$ cat src/rtl/adder_axis_accum.sv
// -----------------------------------------------------------------------------
// adder_axis_accum
//
// Downstream stage of the AXI-Stream adder. Sums ACC_LEN consecutive input beats
// into one output beat and flags, on tuser, any carry out of the accumulator
// within that frame. The accumulate register and the output holding register
// are separate, so the next frame keeps accumulating while a finished result
// waits for the sink. Only the final beat of a frame is ever stalled.
//
// Build option:
//   ADDER_ACCUM_SATURATE_EN  defined  : accumulator clamps to 2^ACC_W-1 on overflow
//                            undefined: accumulator wraps modulo 2^ACC_W
//   tuser flags the overflow in both builds.
//
// Parameters:
//   DATA_W   width of the unsigned input sums
//   ACC_LEN  input beats per output frame (>= 1)
//   ACC_W    accumulator / result width (>= DATA_W)
//
// Ports:
//   aclk           in   clock, rising edge
//   areset         in   asynchronous reset, active-high
//   s_data_tdata   in   input sum (DATA_W)
//   s_data_tvalid  in   input valid
//   s_data_tready  out  input ready (combinational on m_data_tready only)
//   m_data_tdata   out  accumulated frame result (ACC_W)
//   m_data_tuser   out  overflow occurred within this frame
//   m_data_tvalid  out  output valid
//   m_data_tready  in   sink ready
// -----------------------------------------------------------------------------
module adder_axis_accum #(
   parameter int DATA_W  = 16,
   parameter int ACC_LEN = 16,
   parameter int ACC_W   = 20
) (
   input  logic              aclk,
   input  logic              areset,
   input  logic [DATA_W-1:0] s_data_tdata,
   input  logic              s_data_tvalid,
   output logic              s_data_tready,
   output logic [ACC_W-1:0]  m_data_tdata,
   output logic              m_data_tuser,
   output logic              m_data_tvalid,
   input  logic              m_data_tready
);

   localparam int               CNT_W    = (ACC_LEN > 1) ? $clog2(ACC_LEN) : 1;
   localparam logic [CNT_W-1:0] CNT_LAST = CNT_W'(ACC_LEN - 1);

   logic [CNT_W-1:0] cnt;
   logic [ACC_W-1:0] acc;
   logic             frame_ovf;

   logic             last_beat;
   logic             in_hs;
   logic [ACC_W-1:0] acc_base;
   logic [ACC_W:0]   sum_ext;
   logic             sum_ovf;
   logic [ACC_W-1:0] acc_nxt;
   logic             frame_ovf_nxt;

   // Reduce the ACC_W+1 wide sum back to ACC_W bits: clamp or wrap.
   function automatic logic [ACC_W-1:0] clamp_sum(input logic [ACC_W:0] s);
`ifdef ADDER_ACCUM_SATURATE_EN
      // Once clamped, any further non-zero add overflows again, so the
      // accumulator stays pinned at full scale for the rest of the frame.
      if (s[ACC_W])
         clamp_sum = '1;
      else
         clamp_sum = s[ACC_W-1:0];
`else
      clamp_sum = s[ACC_W-1:0];
`endif
   endfunction

   assign last_beat     = (cnt == CNT_LAST);
   // Only the frame-closing beat needs the holding register, so only it waits.
   assign s_data_tready = !(last_beat && m_data_tvalid && !m_data_tready);
   assign in_hs         = s_data_tvalid && s_data_tready;

   // First beat of a frame starts from zero rather than the stale accumulator.
   assign acc_base      = (cnt == '0) ? '0 : acc;
   assign sum_ext       = {1'b0, acc_base} + {{(ACC_W + 1 - DATA_W){1'b0}}, s_data_tdata};
   assign sum_ovf       = sum_ext[ACC_W];
   assign acc_nxt       = clamp_sum(sum_ext);
   assign frame_ovf_nxt = (cnt == '0) ? sum_ovf : (frame_ovf || sum_ovf);

   // Accumulate stage and output holding register
   always_ff @(posedge aclk or posedge areset) begin
      if (areset) begin
         cnt           <= '0;
         acc           <= '0;
         frame_ovf     <= 1'b0;
         m_data_tdata  <= '0;
         m_data_tuser  <= 1'b0;
         m_data_tvalid <= 1'b0;
      end else begin
         if (in_hs) begin
            acc       <= acc_nxt;
            frame_ovf <= frame_ovf_nxt;
            if (last_beat) begin
               cnt          <= '0;
               m_data_tdata <= acc_nxt;
               m_data_tuser <= frame_ovf_nxt;
            end else begin
               cnt <= cnt + CNT_W'(1);
            end
         end
         // A new result loading in the same cycle as a sink handshake keeps
         // valid high; otherwise a handshake clears it.
         if (in_hs && last_beat)
            m_data_tvalid <= 1'b1;
         else if (m_data_tready)
            m_data_tvalid <= 1'b0;
      end
   end

endmodule

$ cat config.mk
export PLATFORM = sky130hd
export DESIGN_NAME = adder_axis_accum
export DESIGN_NICKNAME = d
export VERILOG_FILES = /design/src/rtl/adder_axis_accum.sv
export SDC_FILE = /design/constraint.sdc
export NUM_CORES = 1
export LEC_CHECK = 0
export BUFFER_PORTS_ARGS = -buffer_cell sky130_fd_sc_hd__buf_2
export CORE_ASPECT_RATIO = 1.2
export CORE_MARGIN = 3
export CORE_UTILIZATION = 30
export CTS_BUF_LIST = sky130_fd_sc_hd__clkbuf_16
export DETAILED_ROUTE_END_ITERATION = 12
export GPL_TIMING_DRIVEN = 0
export SKIP_LAST_GASP = 1
export SYNTH_ARGS = -nofsm -noshare
export SYNTH_HDL_FRONTEND = slang
export SYNTH_SLANG_ARGS = --single-unit
$ cat constraint.sdc
create_clock -name aclk -period 3.65 [get_ports aclk]
set_input_delay 0.9125 -clock aclk [delete_from_list [all_inputs] [get_ports aclk]]
set_output_delay 0.9125 -clock aclk [all_outputs]
set_load 0.02 [all_outputs]
Yosys cells after proc, flatten, opt, wreduce, memory -nomap -nowiden --
Index checks and enable logic that the tools add are counted.
Word-level totals: bits in registers 47, input bits 20, output and inout bits 23, word-level logic and storage cells 24
Operators by class: add/sub/neg operators 2, equal/unequal tests 1, muxes and demuxes 5, reduce and logical (&&, ||, !) cells 10
Operator list (count):
- 20-bit by 16-bit adder with 21-bit output | 1
- 20-bit two-way mux | 1
- 4-bit by 1-bit adder with 4-bit output, second input constant | 1
- 4-bit == test, second input constant | 1
- 1-bit logical AND | 4
- 4-bit logical NOT | 1
- 4-bit two-way mux | 1
- 1-bit two-way mux | 3
- 1-bit logical NOT | 2
- 2-bit AND reduction | 1
- 2-bit nonzero test | 1
- 1-bit logical OR | 1

Depth between registers and ports, before layout --
Gate-level depths: netlist of run 1.
word-level depth 7, depth in mapped cells 13, depth with buffers taken out 12

Worst setup path after synthesis of run 1 --
OpenSTA, ideal clock, no wires.
path type register to register, start register cnt[0], end register frame_ovf, setup time 121 ps, arrival 3398 ps, data required time 3529 ps, setup slack 131 ps, cell stages (with the launch flop) 14, buffers on the path 1, clock period less this slack 3519 ps, cells stage by stage dfrtp_1 > inv_1 > ha_1 > or3b_2 > clkbuf_1 > and2_1 > ha_1 > fa_1 > a21o_1 > a221oi_4 > a21oi_2 > a2111oi_4 > nor2_1 > a22o_1
On the way: word-level cells in the longest chain between the ends 5, elaborated cells between the ends (all ways) 10, classes of those cells add/sub: 1; eq/ne: 1; mux: 2; reduce/logical: 6
Ends and longest elaborated chain:
- start, declared | line 50 | logic [CNT_W-1:0] cnt;
- start signal, assigned | line 106 | cnt <= cnt + CNT_W'(1);
- 4-bit logical NOT / 4-bit == test (equally long branches) | line 82, 86, 76
- 20-bit two-way mux / 1-bit logical AND (equally long branches) | line 82, 78
- 20-bit by 16-bit adder with 21-bit output / 1-bit logical AND (equally long branches) | line 83, 78
- 1-bit logical OR / 1-bit logical NOT (equally long branches) | line 86, 78
- 1-bit two-way mux / 1-bit logical AND (equally long branches) | line 86, 79
- end signal, assigned | line 100 | frame_ovf <= frame_ovf_nxt;
- end, declared | line 52 | logic frame_ovf;
Several ways; a longest one is shown, not always the timed one. A chain may end at the register's enable or synchronous reset.

Worst setup path after layout of run 1 --
start register cnt[1], end register frame_ovf
Same word-level chain as after synthesis.

==> results of run 1 <==
## metal layers
metal | vias to the layer above | global-route usage (%) | wire length (um)
li1 | 1309 | - | -
met1 | 1235 | 19.6 | 3650
met2 | 67 | 22.9 | 3580
met3 | 10 | 2.56 | 354
met4 | 0 | 4.12 | 124
met5 | - | 0 | 0
## stage by stage
stage	total power [uW]	std cells	TNS, ps	util [%]
finish	3120	509	0	37.9
global route	3390	509	0	37.9
CTS	3120	509	0	37.7
detailed placement	2580	498	-2860	35.7
global placement	2540	497	-2710	35.4
floorplan	2160	335	0	-
## power by group through the flow
stage	logic [uW]	clock network, uW	registers [uW]
final	1790	452	872
after global routing	2000	480	902
after CTS	1780	466	873
after detailed placement	1700	0	881
after global placement	1670	0	870
after floorplan	1180	0	981
## flip-flops by register name (all words and copies together), names as in the netlist
name / flops
acc: 20
cnt: 4
frame_ovf: 1
m_data_tdata: 20
m_data_tuser: 1
m_data_tvalid: 1
## layout by cell type (no fill, tap or decap), types with 2 or more instances in the layout
cell type | netlist | layout
a211oi_2 | 0 | 2
a21o_1 | 9 | 9
a21oi_1 | 18 | 16
a21oi_2 | 1 | 3
and2_1 | 19 | 19
and3_1 | 3 | 3
and4_1 | 2 | 2
buf_1 | 2 | 2
buf_2 | 0 | 42
buf_4 | 0 | 3
clkbuf_1 | 16 | 14
clkbuf_16 | 0 | 5
dfrtp_1 | 47 | 47
ha_1 | 18 | 18
inv_1 | 6 | 5
inv_2 | 0 | 2
nand2_1 | 63 | 63
nand3_1 | 10 | 10
nand4_1 | 2 | 2
nor2_1 | 14 | 14
nor2b_1 | 2 | 2
nor3_1 | 7 | 6
nor3b_1 | 2 | 2
o2111ai_1 | 3 | 3
o211ai_1 | 13 | 13
o21a_1 | 3 | 3
o21ai_0 | 27 | 26
o21ai_1 | 1 | 2
o22ai_1 | 3 | 3
o31ai_1 | 3 | 3
or4_1 | 4 | 4
xnor2_1 | 5 | 5
xor2_1 | 7 | 6
## final cells by class
cell class	instances	area (um^2)	area share, %
Buffer	18	78.8	2.23
Clock buffer	5	125	3.54
Clock inverter	3	16.3	0.461
Inverter	6	22.5	0.638
Multi-Input combinational cell	264	1710	48.4
Sequential cell	47	1180	33.3
Tap cell	120	150	4.25
Timing Repair Buffer	46	253	7.16
## cells by family (layout without fill, tap and decap cells)
family          after synthesis  in the layout
fa+ha+maj                    19             19
flops                        47             47
compound gates               96             96
xor+xnor                     12             12
simple gates                136            136
buf+inv                      24             78
mux                           1              1
## worst min-delay path by stage
| stage | start | to | slack [ps] |
|---|---|---|---|
| after detailed placement | acc[0] | acc[0] | 450 |
| after floorplan | acc[0] | acc[0] | 440 |
| after global placement | acc[1] | acc[1] | 450 |
| after CTS | acc[0] | acc[0] | 470 |
| after global routing | m_data_tdata[8] | m_data_tdata[8] | 490 |
| final | acc[1] | acc[1] | 470 |
## worst min-delay path: cells and delay by family, from the launching register on
family | cells | cell delay [ps]
flip-flops | 1 | 330
AND/OR/NAND/NOR | 2 | 110
## what timing repair did
action / CTS / global route
pin swaps: 2 / 1
buffers inserted: 3 / 0
gates resized for setup: 8 / 5
setup endpoints to repair: 17 / 11
==> impl_metrics.py, run 1 <==
metrics = {
    "place": {
        "dpl.hpwl_mm": 5.68,
        "placed_cell_area_um2": 3320,
        "dp_slack_ps": -385,
        "gp_congestion": 0.876,
        "numPortBuffers": 42,
    },
    "worst_setup_path": {
        "reg2reg_depth": 14,
        "required_ps": 3830,
        "worstPathMaxFanout": 10,
        "crit_arrival_ps": 3660,
        "cp_slowest_cell": "or3b_4",
        "path_buf_inv": 3,
        "path_cells": "inv_1, ha_1, or3b_4, clkbuf_8, and2_1, ha_1, fa_1, a21o_1, a221oi_4, a21oi_2, a2111oi_4, buf_4, nor2_1, a22o_1",
        "critPathMostFrequentCell": "ha_1",
        "cp.depth": 14,
        "critPathLaunchType": "flip-flop",
        "r2r_end": "frame_ovf",
        "crit_type": "reg -> reg",
        "crit_path_end_kind": "flip-flop",
        "crit_start": "cnt[1]",
        "crit_family": "compound AO/OA/AOI/OAI gates",
        "r2r_slack_ps": 170,
        "crit_end": "frame_ovf",
        "r2r_start": "cnt[1]",
        "slowest_delay_ps": 420,
    },
    "cts": {
        "cts_max_path_buffers": 2,
        "cts_tree": "yes",
        "cts.reportedPaths.clkPinSlew_ps": 70,
        "clk_latency_ps": 290,
        "htreeDepth": 2,
        "cts_buffers": 5,
        "root_buffer": "clkbuf_16",
        "cts_sinks": 47,
        "ctsHoldBuffers": 0,
    },
    "finish": {
        "syn_to_final_growth_pct": 20.0,
        "final_layout_size_suffix_gt1_share_pct": 18.0,
        "fillers": 972,
        "final_area_um2": 3530,
        "diodes": 0,
        "finalNetCount": 427,
    },
    "floorplan": {
        "die-area_um2": 11000,
        "num_io_pins": 43,
        "die_h_um": 114,
        "core_um2": 9320,
        "start_util_pct": 31.6,
        "die_w_um": 96.4,
        "std_cell_rows": 38,
    },
    "worst_hold_path": {
        "holdPathStages": 2,
        "hold_path.class": "reg -> reg",
    },
    "routing": {
        "dr.pass1.iters": 4,
        "drt-wirelength-per-cell_um": 15.1,
        "vias": 2621,
        "drtIter0Drc": 149,
        "antenna_left": 0,
        "post_drt_via_cell_ratio": 5.15,
        "route.detailed.drc": 0,
        "wl_mm": 7.71,
    },
    "synthesis": {
        "synth_nets": 374,
        "ys_seq_elements": 47,
        "synth_top_family_by_area": "compound AO/OA/AOI/OAI gates",
        "yosysTopAreaCell": "dfrtp_1",
        "yosysWarningCount": 0,
        "synth_area_leaders": "dfrtp_1, nand2_1, ha_1",
        "ys_types": 52,
        "synth_xor_xnor_area_share_pct": 3.57,
        "synth_adder_area_share_pct": 8.33,
        "synthArstFlopShare_pct": 100,
        "synth_edf_count": 0,
        "yosys-mux-area-fraction_pct": 0.340,
        "yosys.area.top_type_share_pct": 40.0,
        "yosys.area_share.simple_pct": 22.4,
        "synth.cells.most_frequent": "nand2_1, dfrtp_1, o21ai_0, and2_1",
        "postSynthCellCount": 335,
        "yosysMostFrequentCell": "nand2_1",
        "synthFlopType": "dfrtp_1",
        "syn-mean-instance-area_um2": 8.78,
        "synth_compound_area_share_pct": 22.4,
        "ys_seq_area_share_pct": 40.0,
        "synth.cell_area_um2": 2940,
    },
    "timing": {
        "setup_ws_ps": 166,
        "fin_skew_ps": 5.92,
        "rsz0062_at_grt": "false",
        "finalHoldViolations": 0,
        "holdWs_ps": 469,
        "fmax_mhz": 287,
        "worst_pin_slew_ps": 730,
        "slew_viol_final": 0,
        "setup_viol": 0,
        "period_minus_slack_ps": 3480,
        "slew_headroom_pct": 51.2,
        "fin_crit_sh_pct": 95.4,
    },
    "power_and_ir_drop": {
        "p_int_uw": 1720,
        "power_switching_uw": 1400,
        "sw_frac_of_total_pct": 44.9,
        "comb_power_share_pct": 57.5,
        "power_density_nw_per_um2": 883,
        "pwr-share-seq_pct": 28.0,
        "leakagePower_uw": 0.00166,
        "clock_power_share_pct": 14.5,
        "vdd_drop_max_mv": 0.244,
    },
    "global_route": {
        "antenna_found_initial": 0,
        "grt_pass1_wl_mm": 12.4,
        "overflow": 0,
        "grt_pass1_vias": 2521,
        "grtUsageTotal_pct": 14.3,
        "grt_max_degree": 29,
    },
    "outcome": {
        "status": "complete, no violations",
    },
    "run": {
        "max_cap_violations": 0,
    },
}
No activity file was read; power rests on OpenSTA's default activity.
==> run 2, diff against run 1 <==
--- a/config.mk
+++ b/config.mk
@@ -6,12 +6,15 @@
 export NUM_CORES = 1
 export LEC_CHECK = 0
 export BUFFER_PORTS_ARGS = -buffer_cell sky130_fd_sc_hd__buf_2
+export CELL_PAD_IN_SITES_DETAIL_PLACEMENT = 1
+export CELL_PAD_IN_SITES_GLOBAL_PLACEMENT = 2
 export CORE_ASPECT_RATIO = 1.2
 export CORE_MARGIN = 3
 export CORE_UTILIZATION = 30
 export CTS_BUF_LIST = sky130_fd_sc_hd__clkbuf_16
 export DETAILED_ROUTE_END_ITERATION = 12
 export GPL_TIMING_DRIVEN = 0
+export PLACE_DENSITY_LB_ADDON = 0.1
 export SKIP_LAST_GASP = 1
 export SYNTH_ARGS = -nofsm -noshare
 export SYNTH_HDL_FRONTEND = slang
==> run 2 against run 1 <==
Global-route usage rose by 3.1 points. Flip-flop and latch count unchanged. Power up 4.7%. First-iteration DRC count fell by 55%. Via count rose by 1.4%. Clock skew is 2.7 ps higher. Clock-buffer cell count stayed put. Wire length grew 15%. Non-clock buffer count rose by 4. Cell count rose by 0.79%.
==> impl_metrics.py, run 2 (same netlist as run 1, synthesis figures left out) <==
metrics = {
    "cts": {
        "root_buffer": "clkbuf_16",
        "cts_tree": "yes",
        "cts_buffers": 5,
        "htreeDepth": 2,
        "ctsHoldBuffers": 0,
        "cts_max_path_buffers": 2,
        "cts.reportedPaths.clkPinSlew_ps": 70,
        "cts_sinks": 47,
        "clk_latency_ps": 300,
    },
    "worst_setup_path": {
        "cp_slowest_cell": "or3b_4",
        "path_cells": "inv_2, ha_1, or3b_4, buf_8, and2_1, ha_1, fa_2, a21o_1, a221oi_4, a211oi_2, o2111a_1, mux2i_2, o22ai_1",
        "worstPathMaxFanout": 10,
        "crit_arrival_ps": 3640,
        "crit_path_end_kind": "flip-flop",
        "required_ps": 3800,
        "slowest_delay_ps": 420,
        "crit_type": "reg -> reg",
        "crit_family": "compound AO/OA/AOI/OAI gates",
        "critPathLaunchType": "flip-flop",
        "critPathMostFrequentCell": "ha_1",
        "path_buf_inv": 2,
    },
    "global_route": {
        "grt_max_degree": 27,
        "overflow": 0,
        "grtUsageTotal_pct": 17.4,
        "grt_pass1_wl_mm": 14.7,
        "antenna_found_initial": 0,
        "grt_pass1_vias": 2852,
    },
    "floorplan": {
        "num_io_pins": 43,
        "die-area_um2": 11000,
        "die_h_um": 114,
        "die_w_um": 96.4,
        "core_um2": 9320,
        "std_cell_rows": 38,
        "start_util_pct": 31.6,
    },
    "power_and_ir_drop": {
        "leakagePower_uw": 0.00169,
        "vdd_drop_max_mv": 0.289,
        "power_density_nw_per_um2": 913,
        "design_power_total_uw": 3260,
    },
    "finish": {
        "final_layout_size_suffix_gt1_share_pct": 19.1,
        "layoutNonFillerInstCount": 513,
        "finalNetCount": 431,
        "fin_util_pct": 38.4,
        "diodes": 0,
        "reg_top3": "acc (20), m_data_tdata (20), cnt (4)",
        "final_common_cell": "nand2_1",
        "syn_to_final_growth_pct": 21.5,
        "mostFrequentLayoutCells": "nand2_1, dfrtp_1, buf_2",
    },
    "timing": {
        "fmax_mhz": 287,
        "rsz0062_at_grt": "false",
        "fin_skew_ps": 8.64,
        "slew_viol_final": 0,
        "slew_headroom_pct": 51.6,
        "worst_pin_slew_ps": 725,
        "finalHoldViolations": 0,
        "fin_crit_sh_pct": 95.5,
        "setup_viol": 0,
        "period_minus_slack_ps": 3490,
    },
    "run": {
        "max_cap_violations": 0,
    },
    "routing": {
        "wl_mm": 8.89,
        "drt-wirelength-per-cell_um": 17.3,
        "vias": 2657,
        "antenna_left": 0,
        "dr.pass1.iters": 5,
        "route.detailed.drc": 0,
        "drtIter0Drc": 67,
        "post_drt_via_cell_ratio": 5.18,
    },
    "place": {
        "numPortBuffers": 42,
        "dpl.hpwl_mm": 6.48,
        "dp_cells": 498,
        "gp_congestion": 0.767,
    },
    "outcome": {
        "status": "complete, no violations",
    },
    "worst_hold_path": {
        "hold_path.class": "reg -> reg",
    },
}
-- run 2: cell count changes in the layout (fill, tap and decap cells not counted), sizes merged --
cell    previous run  this run
inv                7         6
buf               48        53
bufinv             0         1
clkbuf            21        20
-- run 2: what timing repair did --
action	in CTS	in global routing
gates resized for setup	8	6
setup buffers	3	4
pin swaps	2	4
setup endpoints to repair	24	21
-- run 2: routing by layer --
metal	track usage [%]	part of all wire, %	vias up
li1	-	-	1312
met3	3.09	3.1	12
met1	23.0	47	1290
met2	28.9	48	43
met4	5.33	1.8	0
met5	0	0	-
-- run 2: worst paths after layout --
check / startpoint / endpoint / slack [ps] / cells after the start
max reg2reg: cnt[0] / acc[14] / 160 / 13
max in group asynchronous: areset / acc[10] / 2470 / 3
max: cnt[0] / acc[14] / 160 / 13
min: acc[0] / acc[0] / 470 / 2
min reg2reg: acc[0] / acc[0] / 470 / 2
min in group asynchronous: areset / m_data_tdata[2] / 640 / 2
-- run 2: layout make-up --
| cell class | instances | area [um^2] |
|---|---|---|
| Inverter | 6 | 22.5 |
| Timing Repair Buffer | 50 | 283 |
| Sequential cell | 47 | 1180 |
| Fill cell | 1144 | 5740 |
| Buffer | 18 | 80.1 |
| Clock buffer | 5 | 125 |
| Multi-Input combinational cell | 264 | 1700 |
| Tap cell | 120 | 150 |
| Clock inverter | 3 | 43.8 |
-- run 2: metrics by stage --
stage               setup slack [ps]  hold WS [ps]  instance area, um^2  setup TNS (ps)
global placement                -565           450                 3300           -5610
detailed placement              -546           463                 3320           -5360
global route                    6.81           509                 3580               0
floorplan                        131           437                 2940               0
CTS                             21.2           481                 3540               0
finish                           165           474                 3580               0
-- run 2: tightest hold or removal path: cells and delay by family (launching register included) --
family           cells  cell delay [ps]
and+or+nand+nor      2              110
DFF                  1              340
-- run 2: report_power, final --
| part | switching, uW | internal [uW] |
|---|---|---|
| Sequential | 129 | 748 |
| Combinational | 1100 | 737 |
| Clock | 229 | 324 |
| Total | 1460 | 1810 |
==> run 3, diff against run 2 <==
--- a/config.mk
+++ b/config.mk
@@ -5,13 +5,13 @@
 export SDC_FILE = /design/constraint.sdc
 export NUM_CORES = 1
 export LEC_CHECK = 0
+export ABC_AREA = 1
 export BUFFER_PORTS_ARGS = -buffer_cell sky130_fd_sc_hd__buf_2
 export CELL_PAD_IN_SITES_DETAIL_PLACEMENT = 1
 export CELL_PAD_IN_SITES_GLOBAL_PLACEMENT = 2
 export CORE_ASPECT_RATIO = 1.2
 export CORE_MARGIN = 3
-export CORE_UTILIZATION = 30
-export CTS_BUF_LIST = sky130_fd_sc_hd__clkbuf_16
+export CORE_UTILIZATION = 29
 export DETAILED_ROUTE_END_ITERATION = 12
 export GPL_TIMING_DRIVEN = 0
 export PLACE_DENSITY_LB_ADDON = 0.1
==> run 3 against run 2 <==
Global-route usage is 0.55 points lower. Clock power decreased by 11%. Cell count increased by 22%. Wire length grew 4.3%. Utilization fell by 2.7 points. Critical path type unchanged. Highest routed layer unchanged.
==> impl_metrics.py, run 3 <==
metrics = {
    "outcome": {
        "status": "complete, no violations",
    },
    "finish": {
        "regArea_um2": 1180,
        "final_area_um2": 3640,
        "syn_to_final_growth_pct": 17.6,
        "finalNetCount": 540,
        "fillers": 1328,
        "mostFrequentLayoutCells": "nand2_1, inv_1, dfrtp_1",
        "diodes": 0,
        "final_layout_size_suffix_gt1_share_pct": 14.7,
        "multi_input_area_um2": 1610,
        "reg_top3": "acc (20), m_data_tdata (20), cnt (4)",
        "fin_util_pct": 35.6,
        "final_common_cell": "nand2_1",
    },
    "routing": {
        "drtIter0Drc": 70,
        "wl_met1_mm": 4.11,
        "drt-wirelength-per-cell_um": 14.8,
        "wl_met2_mm": 4.80,
        "dr.pass1.iters": 4,
        "antenna_left": 0,
        "highest_layer": "met4",
        "route.detailed.drc": 0,
        "post_drt_via_cell_ratio": 4.69,
        "dr_wl_met3_um": 265,
        "vias": 2947,
        "wl_mm": 9.27,
    },
    "floorplan": {
        "die-area_um2": 12000,
        "core_um2": 10200,
        "die_h_um": 119,
        "die_w_um": 100,
        "num_io_pins": 43,
        "start_util_pct": 30.3,
        "std_cell_rows": 40,
    },
    "timing": {
        "slew_viol_final": 0,
        "fin_crit_sh_pct": 90.0,
        "rsz0062_at_grt": "false",
        "slew_headroom_pct": 62.5,
        "period_minus_slack_ps": 3280,
        "fin_skew_ps": 7.36,
        "setup_viol": 0,
        "finalHoldViolations": 0,
        "fmax_mhz": 304,
        "fin_tns_setup_ps": 0,
        "worst_pin_slew_ps": 562,
    },
    "place": {
        "numPortBuffers": 42,
        "placed_cell_area_um2": 3480,
        "gp_congestion": 0.794,
        "dpl.hpwl_mm": 7.46,
    },
    "synthesis": {
        "synth_nets": 490,
        "ys_seq_elements": 47,
        "synth_edf_count": 0,
        "synthArstFlopShare_pct": 100,
        "synth_area_leaders": "dfrtp_1, nand2_1, inv_1",
        "yosysWarningCount": 0,
        "ys_seq_area_share_pct": 38.0,
        "synthFlopType": "dfrtp_1",
        "ys_types": 29,
        "syn-mean-instance-area_um2": 6.86,
        "synth.cells.most_frequent": "nand2_1, inv_1, dfrtp_1, nand3_1, nor2_1",
        "yosysTopAreaCell": "dfrtp_1",
        "synth.cell_area_um2": 3090,
        "yosysMostFrequentCell": "nand2_1",
        "postSynthCellCount": 451,
        "yosys.area.top_type_share_pct": 38.0,
    },
    "cts": {
        "cts.reportedPaths.clkPinSlew_ps": 70,
        "clk_latency_ps": 300,
        "root_buffer": "clkbuf_16",
        "cts_tree": "yes",
        "cts_sinks": 47,
        "cts_max_path_buffers": 2,
        "cts_buffers": 5,
        "htreeDepth": 2,
    },
    "worst_setup_path": {
        "critPathLaunchType": "flip-flop",
        "crit_type": "reg -> reg",
        "required_ps": 3840,
        "crit_path_end_kind": "flip-flop",
        "worstPathMaxFanout": 10,
        "crit_arrival_ps": 3480,
    },
    "global_route": {
        "grt_max_degree": 26,
        "overflow": 0,
        "grt_pass1_wl_mm": 16.0,
        "grt_pass1_vias": 3173,
        "grtUsageTotal_pct": 16.9,
        "antenna_found_initial": 0,
    },
    "worst_hold_path": {
        "hold_path.class": "reg -> reg",
    },
    "power_and_ir_drop": {
        "vdd_drop_max_mv": 0.268,
        "power_density_nw_per_um2": 874,
        "leakagePower_uw": 0.00207,
    },
    "run": {
        "max_cap_violations": 0,
    },
}
-- run 3: cell types whose count changed after synthesis, sizes merged, moves of 12 or more --
cell / previous run / this run
nand2: 63 / 165
inv: 6 / 67
nand3: 10 / 45
nor2: 14 / 43
and2: 19 / 1
clkbuf: 16 / 3
o211ai: 13 / 1
-- run 3: final cells by class --
type | count | area share [%]
buffer | 9 | 1.69
timing repair buffer | 43 | 6.33
multi-input combinational | 328 | 44.2
clock inverter | 2 | 0.447
sequential | 47 | 32.3
tap | 126 | 4.33
inverter | 67 | 6.91
clock buffer | 6 | 3.82
-- run 3: logic make-up (layout without fill, tap and decap cells) --
logic type	after synthesis	after routing	share of synthesized area [%]
AO/OA/AOI/OAI	36	36	5.98
XOR/XNOR	6	6	1.70
adder cells (fa/ha/maj)	19	19	7.93
flip-flops	47	47	38.0
buffers and inverters	76	127	10.1
AND/OR/NAND/NOR	267	267	36.3
-- run 3: report_power, final --
part | switching (uW) | leakage, uW | internal [uW]
Sequential | 131 | 0.000593 | 750
Combinational | 1190 | 0.00140 | 616
Clock | 218 | 0.0000731 | 274
-- run 3: layer usage --
metal  track usage [%]  vias up
met4              3.79        0
met2              29.8       31
met1              21.4     1409
met5                 0        -
met3              2.69        5
li1                  -     1502
-- run 3: worst paths after layout --
check | from | endpoint | slack, ps | cells past startpoint
worst max register to register | cnt[0] | m_data_tuser | 370 | 18
worst min-delay path | m_data_tdata[11] | m_data_tdata[11] | 480 | 2
min in group asynchronous | areset | m_data_tdata[1] | 650 | 2
worst min register to register | m_data_tdata[11] | m_data_tdata[11] | 480 | 2
max in group asynchronous | areset | m_data_tdata[11] | 2450 | 3
worst max-delay path | cnt[0] | m_data_tuser | 370 | 18
-- run 3: repair_timing --
action,in CTS,in global routing
hold endpoints to repair,0,0
gates resized for setup,0,2
hold buffers,0,0
setup endpoints to repair,0,19
buffers inserted,0,0
-- run 3: worst max-delay path, cell delays in order (launching register included) --
cell      delay [ps]
dfrtp_1          400
inv_1             90
ha_1             190
nand2_1           80
nor2_2           360
clkbuf_2         370
nor2_1            80
ha_1             230
fa_1             450
nand2_1           90
nand3_1           80
nand3_1           90
nand2_1          140
nand3_1          170
nand2_1           90
nand2_1           80
nand2_1           60
nand2_1           70
nand2_1           50
-- run 3: per-stage QoR --
| stage | hold slack [ps] | cells | setup WS, ps | total power, uW |
|---|---|---|---|---|
| global placement | 458 | 619 | 112 | 2690 |
| finish | 478 | 628 | 366 | 3180 |
| floorplan | 449 | 451 | 916 | 2200 |
| CTS | 484 | 628 | 67.4 | 3250 |
| global route | 504 | 628 | 3.38 | 3550 |
| detailed placement | 465 | 620 | 90.1 | 2740 |
